### src/rtl/pwm_multi_pkg.sv
// pwm_multi_pkg: register map, CTRL bit positions and mode/direction enums for pwm_multi.
package pwm_multi_pkg;

    localparam logic [3:0] ADDR_CTRL   = 4'd0;
    localparam logic [3:0] ADDR_PERIOD = 4'd1;
    localparam logic [3:0] ADDR_STATUS = 4'd2;
    localparam logic [3:0] ADDR_CH_EN  = 4'd3;
    localparam logic [3:0] ADDR_CH_POL = 4'd4;
    localparam logic [3:0] ADDR_COUNT  = 4'd5;
    localparam logic [3:0] ADDR_DUTY0  = 4'd8;

    localparam int CTRL_EN     = 0;
    localparam int CTRL_MODE   = 1;
    localparam int CTRL_IRQ_EN = 2;

    typedef enum logic {MODE_EDGE, MODE_CENTER} pwm_mode_e;
    typedef enum logic {DIR_UP, DIR_DOWN} pwm_dir_e;

endpackage

### src/rtl/pwm_multi_timebase.sv
// pwm_multi_timebase: shared PWM counter with up/down direction state and period-end pulse.
//   clk, rst_n : clock, asynchronous active-low reset
//   en_i       : run enable; when low the counter idles at 0 counting up
//   mode_i     : 0 edge-aligned, 1 center-aligned
//   period_i   : active period P
//   cnt_o      : current count (never exceeds P)
//   dir_o      : 0 up, 1 down
//   co_o       : high on the last cycle of each period while enabled
module pwm_multi_timebase
    import pwm_multi_pkg::*;
#(
    parameter int CW = 16
) (
    input  logic          clk,
    input  logic          rst_n,
    input  logic          en_i,
    input  logic          mode_i,
    input  logic [CW-1:0] period_i,
    output logic [CW-1:0] cnt_o,
    output logic          dir_o,
    output logic          co_o
);

    logic [CW-1:0] cnt_q, cnt_d;
    pwm_dir_e      dir_q, dir_d;
    pwm_mode_e     mode;
    logic          at_top, p_small;

    assign mode    = pwm_mode_e'(mode_i);
    assign at_top  = cnt_q == period_i;
    assign p_small = period_i <= CW'(1);

    always_ff @(posedge clk or negedge rst_n) begin
        if (!rst_n) begin
            cnt_q <= '0;
            dir_q <= DIR_UP;
        end else begin
            cnt_q <= cnt_d;
            dir_q <= dir_d;
        end
    end

    // Edge mode always leaves dir up, which is what forces a down-counting
    // center sequence back to up one cycle after switching to edge mode.
    always_comb begin
        cnt_d = '0;
        dir_d = DIR_UP;
        if (en_i) begin
            if (mode == MODE_EDGE) begin
                cnt_d = at_top ? '0 : cnt_q + CW'(1);
            end else if (dir_q == DIR_UP) begin
                if (!at_top) begin
                    cnt_d = cnt_q + CW'(1);
                end else if (!p_small) begin
                    cnt_d = period_i - CW'(1);
                    dir_d = DIR_DOWN;
                end
            end else if (cnt_q > CW'(1)) begin
                cnt_d = cnt_q - CW'(1);
                dir_d = DIR_DOWN;
            end
        end
    end

    // Center periods end on the down-count 1, except P<=1 which never turns around.
    assign co_o  = en_i && ((mode == MODE_EDGE) ? at_top :
                            (dir_q == DIR_DOWN) ? cnt_q == CW'(1) : at_top && p_small);
    assign cnt_o = cnt_q;
    assign dir_o = dir_q;

endmodule

### src/rtl/pwm_multi.sv
// pwm_multi: multi-channel PWM with shared timebase, shadowed period/duty and period-end interrupt.
//   clk, rst_n : clock, asynchronous active-low reset
//   addr       : register word address
//   write      : single-cycle write strobe
//   wrdata     : write data
//   rddata     : registered read data (1-cycle latency)
//   pwm        : registered channel outputs
//   co         : period-end pulse
//   irq        : pending flag masked by irq_en
module pwm_multi
    import pwm_multi_pkg::*;
#(
    parameter int NCH = 4,
    parameter int CW  = 16
) (
    input  logic           clk,
    input  logic           rst_n,
    input  logic [3:0]     addr,
    input  logic           write,
    input  logic [31:0]    wrdata,
    output logic [31:0]    rddata,
    output logic [NCH-1:0] pwm,
    output logic           co,
    output logic           irq
);

    logic [2:0]     ctrl_q, ctrl_d;
    logic [CW-1:0]  per_sh_q, per_sh_d, per_q, per_d;
    logic [CW-1:0]  dsh_q [NCH];
    logic [CW-1:0]  dsh_d [NCH];
    logic [CW-1:0]  duty_q [NCH];
    logic [CW-1:0]  duty_d [NCH];
    logic [NCH-1:0] chen_q, chen_d, pol_q, pol_d, pwm_q, pwm_d;
    logic           pend_q, pend_d;
    logic [31:0]    rd_q, rd_d;
    logic [CW-1:0]  cnt;
    logic           dir_unused;
    logic           load;
    logic           unused_bits;

    // Direction and the upper write-data bits have no consumer at this level.
    assign unused_bits = ^{wrdata, dir_unused};

    pwm_multi_timebase #(.CW(CW)) u_tb (
        .clk      (clk),
        .rst_n    (rst_n),
        .en_i     (ctrl_q[CTRL_EN]),
        .mode_i   (ctrl_q[CTRL_MODE]),
        .period_i (per_q),
        .cnt_o    (cnt),
        .dir_o    (dir_unused),
        .co_o     (co)
    );

    always_ff @(posedge clk or negedge rst_n) begin
        if (!rst_n) begin
            ctrl_q   <= '0;
            per_sh_q <= '0;
            per_q    <= '0;
            chen_q   <= '0;
            pol_q    <= '0;
            pwm_q    <= '0;
            pend_q   <= 1'b0;
            rd_q     <= '0;
            for (int i = 0; i < NCH; i++) begin
                dsh_q[i]  <= '0;
                duty_q[i] <= '0;
            end
        end else begin
            ctrl_q   <= ctrl_d;
            per_sh_q <= per_sh_d;
            per_q    <= per_d;
            chen_q   <= chen_d;
            pol_q    <= pol_d;
            pwm_q    <= pwm_d;
            pend_q   <= pend_d;
            rd_q     <= rd_d;
            dsh_q    <= dsh_d;
            duty_q   <= duty_d;
        end
    end

    always_comb begin
        ctrl_d   = ctrl_q;
        per_sh_d = per_sh_q;
        chen_d   = chen_q;
        pol_d    = pol_q;
        dsh_d    = dsh_q;
        if (write && addr == ADDR_CTRL)   ctrl_d   = wrdata[2:0];
        if (write && addr == ADDR_PERIOD) per_sh_d = wrdata[CW-1:0];
        if (write && addr == ADDR_CH_EN)  chen_d   = wrdata[NCH-1:0];
        if (write && addr == ADDR_CH_POL) pol_d    = wrdata[NCH-1:0];
        for (int i = 0; i < NCH; i++)
            if (write && addr == ADDR_DUTY0 + 4'(i)) dsh_d[i] = wrdata[CW-1:0];
    end

    // Set on co wins over a simultaneous write-1-clear.
    assign pend_d = co | (pend_q & ~(write && addr == ADDR_STATUS && wrdata[0]));

    // Shadows go live at each period end and continuously while stopped, so
    // a write landing on a co cycle waits in the shadow for the next boundary.
    assign load = co | ~ctrl_q[CTRL_EN];

    always_comb begin
        per_d = load ? per_sh_q : per_q;
        pwm_d = pol_q;
        for (int i = 0; i < NCH; i++) begin
            duty_d[i] = load ? dsh_q[i] : duty_q[i];
            pwm_d[i]  = (ctrl_q[CTRL_EN] && chen_q[i]) ? (cnt < duty_q[i]) ^ pol_q[i] : pol_q[i];
        end
    end

    always_comb begin
        rd_d = '0;
        if (addr == ADDR_CTRL)   rd_d = 32'(ctrl_q);
        if (addr == ADDR_PERIOD) rd_d = 32'(per_sh_q);
        if (addr == ADDR_STATUS) rd_d = 32'(pend_q);
        if (addr == ADDR_CH_EN)  rd_d = 32'(chen_q);
        if (addr == ADDR_CH_POL) rd_d = 32'(pol_q);
        if (addr == ADDR_COUNT)  rd_d = 32'(cnt);
        for (int i = 0; i < NCH; i++)
            if (addr == ADDR_DUTY0 + 4'(i)) rd_d = 32'(dsh_q[i]);
    end

    assign rddata = rd_q;
    assign pwm    = pwm_q;
    assign irq    = pend_q & ctrl_q[CTRL_IRQ_EN];

endmodule

### config.mk
export PLATFORM = sky130hd
export DESIGN_NAME = pwm_multi
export DESIGN_NICKNAME = d
export VERILOG_FILES = /design/src/rtl/pwm_multi_pkg.sv /design/src/rtl/pwm_multi_timebase.sv /design/src/rtl/pwm_multi.sv
export SDC_FILE = /design/constraint.sdc
export NUM_CORES = 1
export LEC_CHECK = 0
export CAP_MARGIN = 25
export CORE_UTILIZATION = 50
export CTS_CLUSTER_DIAMETER = 150
export DETAILED_ROUTE_END_ITERATION = 10
export GPL_TIMING_DRIVEN = 1
export HOLD_SLACK_MARGIN = 0.12
export PLACE_DENSITY = 0.7
export SYNTH_ARGS = -nofsm -noshare
export SYNTH_HDL_FRONTEND = slang
export SYNTH_SLANG_ARGS = --single-unit
### constraint.sdc
create_clock -name clk -period 3.05 [get_ports clk]
set_input_delay 0.7625 -clock clk [delete_from_list [all_inputs] [get_ports clk]]
set_output_delay 0.7625 -clock clk [all_outputs]
set_load 0.1 [all_outputs]
==> key figures <==
Run status
  – Status: completed

Drt
  – Drt total wl: a little over 30000 µm
  – Post-DRT Antenna Nets: 0
  – # DRC: 0
  – Drt first pass iters: 5
  – 1st-iter DRT viols: 498
  – Vias per std cell: approximately 5.7
  – DR WL/cell: between 20 and 25 µm
  – Via count: approximately 8500

Yosys
  – Cell variety after synth: 60
  – Mapped Area: 11700 µm²
  – Ys flop type: dfrtp_1
  – Compound-Gate Fraction of Synth Area: a little under a tenth
  – Seq/Total Area, Yosys: 44.8%
  – Main combinational cell family by area after synthesis: multiplexers
  – Syn Area/Cell: approximately 11 µm²
  – Register bit total from synthesis: 209
  – Synth Area in Adders: 6.97%
  – Simple-gate share of the synthesized area: approximately a tenth
  – Cells after Synth: approximately 1100
  – Synth Area in XOR/XNOR: between 4 and 5%
  – Asr flop ratio synth: 100%
  – Post-synthesis mux area share: roughly a fifth
  – Synthesis Warnings: 0
  – Post-synth EDFFs: 0

STA
  – Fmax: ~0.33 GHz
  – Slew @ Worst Pin: around 0.77 ns
  – Setup tns final: 0 ns
  – Hold_ws: ~0.25 ns
  – Final Max Slew Viols: 0
  – Hold Vio Cnt, Final: 0
  – Clk_skew: about 0.010 ns
  – Min Clock Period, post-route: 2.99 ns
  – Final setup fails: 0
  – Worst relative slew slack: between 40% and 50%
  – Final period util: between 90% and 100%

Finish
  – Final net count: 1273
  – Final core utilization: 60.1%
  – Area growth syn-to-layout: 17.2%
  – Ant diodes: 0
  – Post-route insts no fill: 1500
  – Layout cell share with drive strength beyond 1: between 20 and 30%

Place
  – IO buf count: 44
  – Detailed placer's ending HPWL: 21300 µm
  – GP Congestion: between 0.8 and 0.9
  – Dpl cells: around 1400

Floorplan
  – IO Pins: 77
  – Row count: 55
  – Core area: between 20000 and 25000 µm²
  – Initial Util: 51.3%
  – Die footprint: 24000 µm²
  – Die Ht: 155 µm
  – Die width: roughly 150 µm

Worst setup path
  – Worst path most repeated cell: nand2_2
  – Arr. time, crit path: 2.23 ns
  – Worst Setup End Kind: primary output
  – Worst Setup Start Kind: flip-flop
  – Critical path peak fanout: 7
  – CP max stage delay: ~0.46 ns
  – Slowest-stage cell, CP: dfrtp_2
  – Critical-path cell list: nor4_2 > nand2_2 > o31ai_4 > nand4_1 > nand2_2 > buf_12
  – Worst path bufs/invs: 1
  – Critical path's top delay family: simple AND/OR/NAND/NOR gates
  – WP data required: approximately 2.3 ns
  – Setup CP Type: flip-flop to primary output

Clock network
  – Post-CTS Hold Fix Bufs: 0
  – Maximum buffer depth of the clock tree: 3
  – Number of CTS-inserted buffers: 24
  – Reg clk slew, reported paths: ~0.060 ns
  – Clock sinks: approximately 210
  – Root buf cell: clkbuf_16
  – H-tree depth: 1
  – Clk Latency, worst-skew pair: between 0.5 and 0.6 ns
  – TritonCTS clock tree: yes

GRT
  – Largest net degree at the start of global routing: 98
  – Vias in the first global route: approximately 8400
  – Initial antenna violation count: 0
  – Global-route wire length before repair: about 48000 µm
  – GRT Overall Usage: a little over a quarter
  – Grt total ovfl: 0

Power and ir drop
  – LEAKAGE: roughly 6.3 nW
  – Worst IR Drop VDD: between 0.0005 and 0.0006 V
  – Total power: roughly 10 mW
  – Power per cell area: 763 nW/µm²

Min path
  – Hold Crit Class: input port to async pin

Flow run
  – Number of max-cap violations: 0
## state kept, by name, summed over array words and instances, names as in the netlist
register    flops
dsh_q          64
duty_q         64
per_q          16
per_sh_q       16
rddata         16
u_tb.cnt_o     16
chen_q          4
pol_q           4
pwm             4
ctrl_q          3
pend_q          1
u_tb.dir_o      1
## logic make-up after synthesis
family	count (synthesis)
xor+xnor	56
fa+ha+maj	65
mux	196
other cells	1
compound gates	177
simple gates	229
flops	209
buf+inv	146
## synth_stat cells, types with 3 or more instances
master,instances,area [µm²]
mux2i_1,22,220
a211oi_1,7,52.6
or3_1,5,31.3
nand3_1,22,110
mux2_1,33,372
buf_6,10,113
inv_1,70,263
and2_1,4,25.0
nor2b_1,10,62.6
nor3_1,24,120
nor2_1,66,248
a22o_1,7,61.3
buf_2,7,35.0
a21oi_1,61,305
o21a_1,4,30.0
nand4b_1,4,35.0
o21ai_0,52,260
nand2_1,50,188
o22ai_1,6,37.5
o32ai_1,3,26.3
nand4_1,20,125
buf_1,5,18.8
a22oi_1,5,37.5
dfrtp_1,209,5230
o221ai_1,3,26.3
nor4_1,3,18.8
xnor2_1,39,342
nand2b_1,9,56.3
mux2_2,140,1580
ha_1,65,813
clkbuf_1,37,139
o2111ai_1,4,35.0
o31ai_1,5,37.5
xor2_1,17,149
buf_4,17,128
or4_1,3,22.5
## cell type report
class                      instances  area [µm²]
fill                            1871        9090
clock inverter                     9        82.6
clock buffer                      35         723
tap                              313         392
sequential                       209        5260
inverter                          70         263
timing repair buffer             125        1060
multi-input combinational        739        5900
## where the power goes
group | internal [mW] | switching (mW) | leakage, nW | total, mW
Sequential | 3.56 | 0.669 | 2.57 | 4.23
Combinational | 1.44 | 1.88 | 3.32 | 3.31
Clock | 1.73 | 1.17 | 0.394 | 2.90
Total | 6.73 | 3.71 | 6.29 | 10.4
## cell usage in the layout, fill, tap and decap left out, types with 26 or more instances in the layout
master / instances
inv_1: 70
nand2_1: 48
mux2_1: 33
dfrtp_2: 26
ha_1: 64
dfrtp_1: 183
a21oi_1: 61
mux2_2: 140
buf_4: 98
xnor2_1: 34
o21ai_0: 52
nor2_1: 66
## layer usage
layer | global-route usage [%] | part of all wire (%)
met1 | 37.5 | 46
met2 | 40.4 | 45
met3 | 4.06 | 5.5
met4 | 7.83 | 2.8
met5 | 0 | 0
## worst reg2reg max path: stages (launching register included)
cell and delay (ns):
dfrtp_2 0.49, buf_4 0.18, buf_4 0.16, ha_1 0.29
a21oi_1 0.15, nor2_1 0.06, a211oi_1 0.45, o2111ai_1 0.21
a21oi_1 0.36, xor2_1 0.17
## stage by stage
step	worst slack, ns	instance area, µm²
CTS	0.00115	13500
floorplan	0.0969	11700
finish	0.0615	13700
detailed placement	0.219	12600
global route	-0.00962	13700
global placement	0.249	12600
## repair_timing
| item | 4_1_cts | 5_1_grt |
|---|---|---|
| setup buffers | 3 | 19 |
| resized for setup | 12 | 29 |
| endpoints found under the setup margin | 1 | 1 |
| pin swaps | 1 | 8 |
## final timing paths
kind                          startpoint       endpoint  slack [ns]  cells after the start
setup reg to reg           u_tb.cnt_o[9]         pwm[0]        0.46                      9
setup / recovery               per_q[11]             co        0.06                      6
hold / removal                     rst_n      rddata[1]        0.25                      1
hold reg to reg               duty_q[39]     duty_q[39]        0.48                      1
min in group clk              duty_q[39]     duty_q[39]        0.48                      1
max in group asynchronous          rst_n  u_tb.cnt_o[9]        2.01                      2
Power figures use the tool's default switching activity.
==> variant 1, RTL diff (same flow settings) <==
Register the inputs `write` and `wrdata` before use, without a reset. The logic sees them one clock later. The other inputs are not delayed to match. Comments in the files are not updated.
--- a/src/rtl/pwm_multi.sv
+++ b/src/rtl/pwm_multi.sv
@@ -24,6 +24,14 @@
     output logic           irq
 );
 
+    logic write_q;
+    logic [31:0] wrdata_q;
+
+    always_ff @(posedge clk) begin
+        write_q  <= write;
+        wrdata_q <= wrdata;
+    end
+
     logic [2:0]     ctrl_q, ctrl_d;
     logic [CW-1:0]  per_sh_q, per_sh_d, per_q, per_d;
     logic [CW-1:0]  dsh_q [NCH];
@@ -39,7 +47,7 @@
     logic           unused_bits;
 
     // Direction and the upper write-data bits have no consumer at this level.
-    assign unused_bits = ^{wrdata, dir_unused};
+    assign unused_bits = ^{wrdata_q, dir_unused};
 
     pwm_multi_timebase #(.CW(CW)) u_tb (
         .clk      (clk),
@@ -86,16 +94,16 @@
         chen_d   = chen_q;
         pol_d    = pol_q;
         dsh_d    = dsh_q;
-        if (write && addr == ADDR_CTRL)   ctrl_d   = wrdata[2:0];
-        if (write && addr == ADDR_PERIOD) per_sh_d = wrdata[CW-1:0];
-        if (write && addr == ADDR_CH_EN)  chen_d   = wrdata[NCH-1:0];
-        if (write && addr == ADDR_CH_POL) pol_d    = wrdata[NCH-1:0];
+        if (write_q && addr == ADDR_CTRL)   ctrl_d   = wrdata_q[2:0];
+        if (write_q && addr == ADDR_PERIOD) per_sh_d = wrdata_q[CW-1:0];
+        if (write_q && addr == ADDR_CH_EN)  chen_d   = wrdata_q[NCH-1:0];
+        if (write_q && addr == ADDR_CH_POL) pol_d    = wrdata_q[NCH-1:0];
         for (int i = 0; i < NCH; i++)
-            if (write && addr == ADDR_DUTY0 + 4'(i)) dsh_d[i] = wrdata[CW-1:0];
+            if (write_q && addr == ADDR_DUTY0 + 4'(i)) dsh_d[i] = wrdata_q[CW-1:0];
     end
 
     // Set on co wins over a simultaneous write-1-clear.
-    assign pend_d = co | (pend_q & ~(write && addr == ADDR_STATUS && wrdata[0]));
+    assign pend_d = co | (pend_q & ~(write_q && addr == ADDR_STATUS && wrdata_q[0]));
 
     // Shadows go live at each period end and continuously while stopped, so
     // a write landing on a co cycle waits in the shadow for the next boundary.
Formal check against the unedited RTL: not equivalent (a bounded check fails within 4 cycles, from zero or initial values and one cycle with rst_n low).
==> variant 1 against the unedited design <==
- the run now ends with setup timing left
- global-route usage up 0.26 points
- final cell count up 0.20%
- design area is 2.0% higher
- wire length is 2.7% higher
- power up 4.9%
- sequential cell count rose by 17
- worst setup slack got worse by 0.088 ns
- area after synthesis up 2.9%
- critical path type unchanged
- largest power group unchanged
==> variant 1: results (changes against the unedited design) <==
[synthesis]
synthMuxAreaShare_pct=18.2  ; -0.52 points
avgSynthCellArea_um2=11.0  ; +1.3%
yosysSeqAreaShare_pct=46.4  ; +1.6 points

[route]
wl_met3_um=1590  ; -5.0%
num_vias=8569  ; +1.0%
first_iter_violations=473  ; -5.0%

[global_route]
track_usage_pct=26.3  ; +0.26 points
grt_max_degree=69  ; -30%

[sta]
fin_tns_setup_ns=-0.0264  ; -0.0264 ns
clock-skew-final_ns=0.0110  ; +0.000628 ns
worst_slack_ns=-0.0264  ; -0.0878 ns
setup_viol=1  ; +1
maxSlewHeadroom_pct=57.6  ; +9.0 points

[cells_and_area]
fin_area_um2=14000  ; +2.0%
nNonClkBuffers=104  ; -17%
multi_input_area_share_pct=42.4  ; -0.78 points
instances_no_fill=1503  ; +0.20%
buffer_area_share_pct=6.62  ; -1.1 points

[critical_path]
r2r-start=per_q[2]
reg2reg_depth=8  ; -1
cp.arrival_ns=2.31  ; +0.08 ns

[run_status]
status=finished, violations left
violations=setup timing

[placed_design]
place_congestion=0.942  ; +7.6%
pre_cts_ws_ns=0.329  ; +0.109 ns
place.detailed.hpwl_um=22300  ; +4.6%

[power]
swShare_pct=34.9  ; -0.69 points
power_leakage_uw=0.00638  ; +1.4%
ir_worst_vdd_mv=0.570  ; +11%

## variant 1: cell count changes in the layout (fill, tap and decap cells not counted), moves of 2 or more
| cell | before | now |
|---|---|---|
| buf_4 | 98 | 75 |
| dfxtp_1 | 0 | 17 |
| dfrtp_1 | 183 | 193 |
| dfrtp_2 | 26 | 16 |
| bufinv_16 | 1 | 4 |
| clkbuf_8 | 6 | 3 |
| buf_12 | 5 | 7 |
| xnor2_1 | 34 | 32 |
| xnor2_2 | 5 | 7 |
## variant 1: worst min-delay path by stage
stage / end / start / slack (ns) / cells past startpoint
5_1_grt: duty_q[58] / rst_n / 0.23 / 1
4_1_cts: per_sh_q[12] / rst_n / 0.21 / 1
6_report: duty_q[13] / rst_n / 0.19 / 1
2_1_floorplan: pwm[2] / pol_q[2] / 0.46 / 1
3_5_place_dp: duty_q[46] / duty_q[46] / 0.48 / 1
3_3_place_gp: duty_q[46] / duty_q[46] / 0.47 / 1
==> variant 2, RTL diff (same flow settings) <==
Made on the original files. `CW` is set to 16 in 2 places; all go to 15.
--- a/src/rtl/pwm_multi_timebase.sv
+++ b/src/rtl/pwm_multi_timebase.sv
@@ -9,7 +9,7 @@
 module pwm_multi_timebase
     import pwm_multi_pkg::*;
 #(
-    parameter int CW = 16
+    parameter int CW = 15
 ) (
     input  logic          clk,
     input  logic          rst_n,
--- a/src/rtl/pwm_multi.sv
+++ b/src/rtl/pwm_multi.sv
@@ -11,7 +11,7 @@
     import pwm_multi_pkg::*;
 #(
     parameter int NCH = 4,
-    parameter int CW  = 16
+    parameter int CW  = 15
 ) (
     input  logic           clk,
     input  logic           rst_n,
Function: changed (Yosys sat finds a counterexample within 4 cycles, from zero or initial values and one cycle with rst_n low).
==> variant 2 against the unedited design <==
- the flow now finishes with violations (setup timing)
- design area is 7.9% lower
- wire length fell by 8.4%
- first-iteration DRC count up 12%
- sequential share of layout area grew 0.74 points
- sequential cell count shrank 12
- via count is 8.6% lower
- power fell by 7.0%
- worst setup slack got worse by 0.21 ns
- area after synthesis decreased by 6.5%
- critical path type unchanged
==> variant 2: results (changes against the unedited design) <==
[cells_and_area]
nets=1136  ; -11%
multi_input_area_share_pct=43.7  ; +0.52 points
clock_area_share_pct=4.91  ; -0.98 points
register_area_um2=4940  ; -6.1%
fin_area_um2=12600  ; -7.9%
nMultiInputCombCells=643  ; -13%
inverters=67  ; -4.3%
buffer_area_share_pct=7.49  ; -0.23 points
nFillCells=1736  ; -7.2%
clock_buffers=18  ; -49%
reg_top3=dsh_q x60, duty_q x60

[critical_path]
critPathLaunch=u_tb.cnt_o[8]
cp.arrival_ns=2.44  ; +0.21 ns
r2r_slack_ns=0.41  ; -0.05 ns
reg2reg_depth=7  ; -2
crit_path_max_fanout=5  ; -2
r2r-end=duty_q[10]
r2r-start=per_q[9]

[clocking]
clkSinkCount=197  ; -5.7%
clk_path_buf_depth=2  ; -1
insertion_delay_ns=0.45  ; -0.07 ns
cts_buffers=17  ; -29%
path_clk_slew_ns=0.07
postCtsResizedCells=17  ; +5
cts_max_level=4  ; +3

[placed_design]
place.detailed.hpwl_um=19800  ; -7.1%
dpl-instance-area_um2=11800  ; -5.9%
placed_cells=1284  ; -10%
io_buffers=42  ; -4.5%
place_congestion=0.898  ; +2.6%
pre_cts_ws_ns=0.163  ; -0.0556 ns

[sta]
clock-skew-final_ns=0.0158  ; +0.00544 ns
hold_slack_ns=0.290  ; +0.0423 ns
worst_slack_ns=-0.152  ; -0.214 ns
setup_viol=1  ; +1

[synthesis]
avgSynthCellArea_um2=11.4  ; +5.3%
yosysSeqAreaShare_pct=45.1  ; +0.34 points
yosys-top-cells-area=dfrtp_1 (45%), mux2_2 (7.8%), ha_1 (7.0%)
yosys-top-cells-count=dfrtp_1 (197), mux2_2 (76), inv_1 (67)

[run_status]
status=finished, violations left
violations=setup timing

[route]
first_iter_violations=558  ; +12%
num_vias=7751  ; -8.6%
drt_wl_total_um=27800  ; -8.4%
wl_met2_um=13300  ; -2.6%
routed_via_density=5.85  ; +3.5%
wl_met3_um=1510  ; -9.9%
drt-met1-wl_um=12200  ; -13%

[global_route]
track_usage_pct=26.2  ; +0.16 points
grtUsageMet3_pct=4.57  ; +0.51 points
grt_pass1_wl_um=43600  ; -8.8%
grt_util_met1_pct=35.0  ; -2.5 points

[power]
switching_power_uw=3560  ; -4.2%
power_leakage_uw=0.00597  ; -5.0%
ir_worst_vdd_mv=0.487  ; -5.1%

[variant 2: worst max-delay path, stage by stage, from the launching register on]
cell and delay [ns]:
dfrtp_2 0.47, or4_4 0.60, nor2_4 0.11, and4b_1 0.26, nand3_2 0.12, a21oi_4 0.24, buf_12 0.20
[variant 2: power groups by stage]
stage | Combinational [uW] | Sequential [uW] | Clock (uW)
4_1_cts | 3380 | 3960 | 2400
2_1_floorplan | 2240 | 4100 | 0
6_report | 3370 | 3970 | 2360
5_1_grt | 3640 | 4060 | 2510
3_3_place_gp | 3200 | 3970 | 0
3_5_place_dp | 3250 | 4000 | 0
[variant 2: cell families after synthesis]
| group | after synthesis | synth area share [%] |
|---|---|---|
| AOI/OAI and AO/OA | 150 | 9.28 |
| and+or+nand+nor | 193 | 9.53 |
| DFF | 197 | 45.1 |
| buffers and inverters | 135 | 5.68 |
| adders and majority gates | 61 | 6.99 |
| muxes | 170 | 19.2 |
| other | 1 | 0.0343 |
| xor gates and xnor gates | 52 | 4.17 |
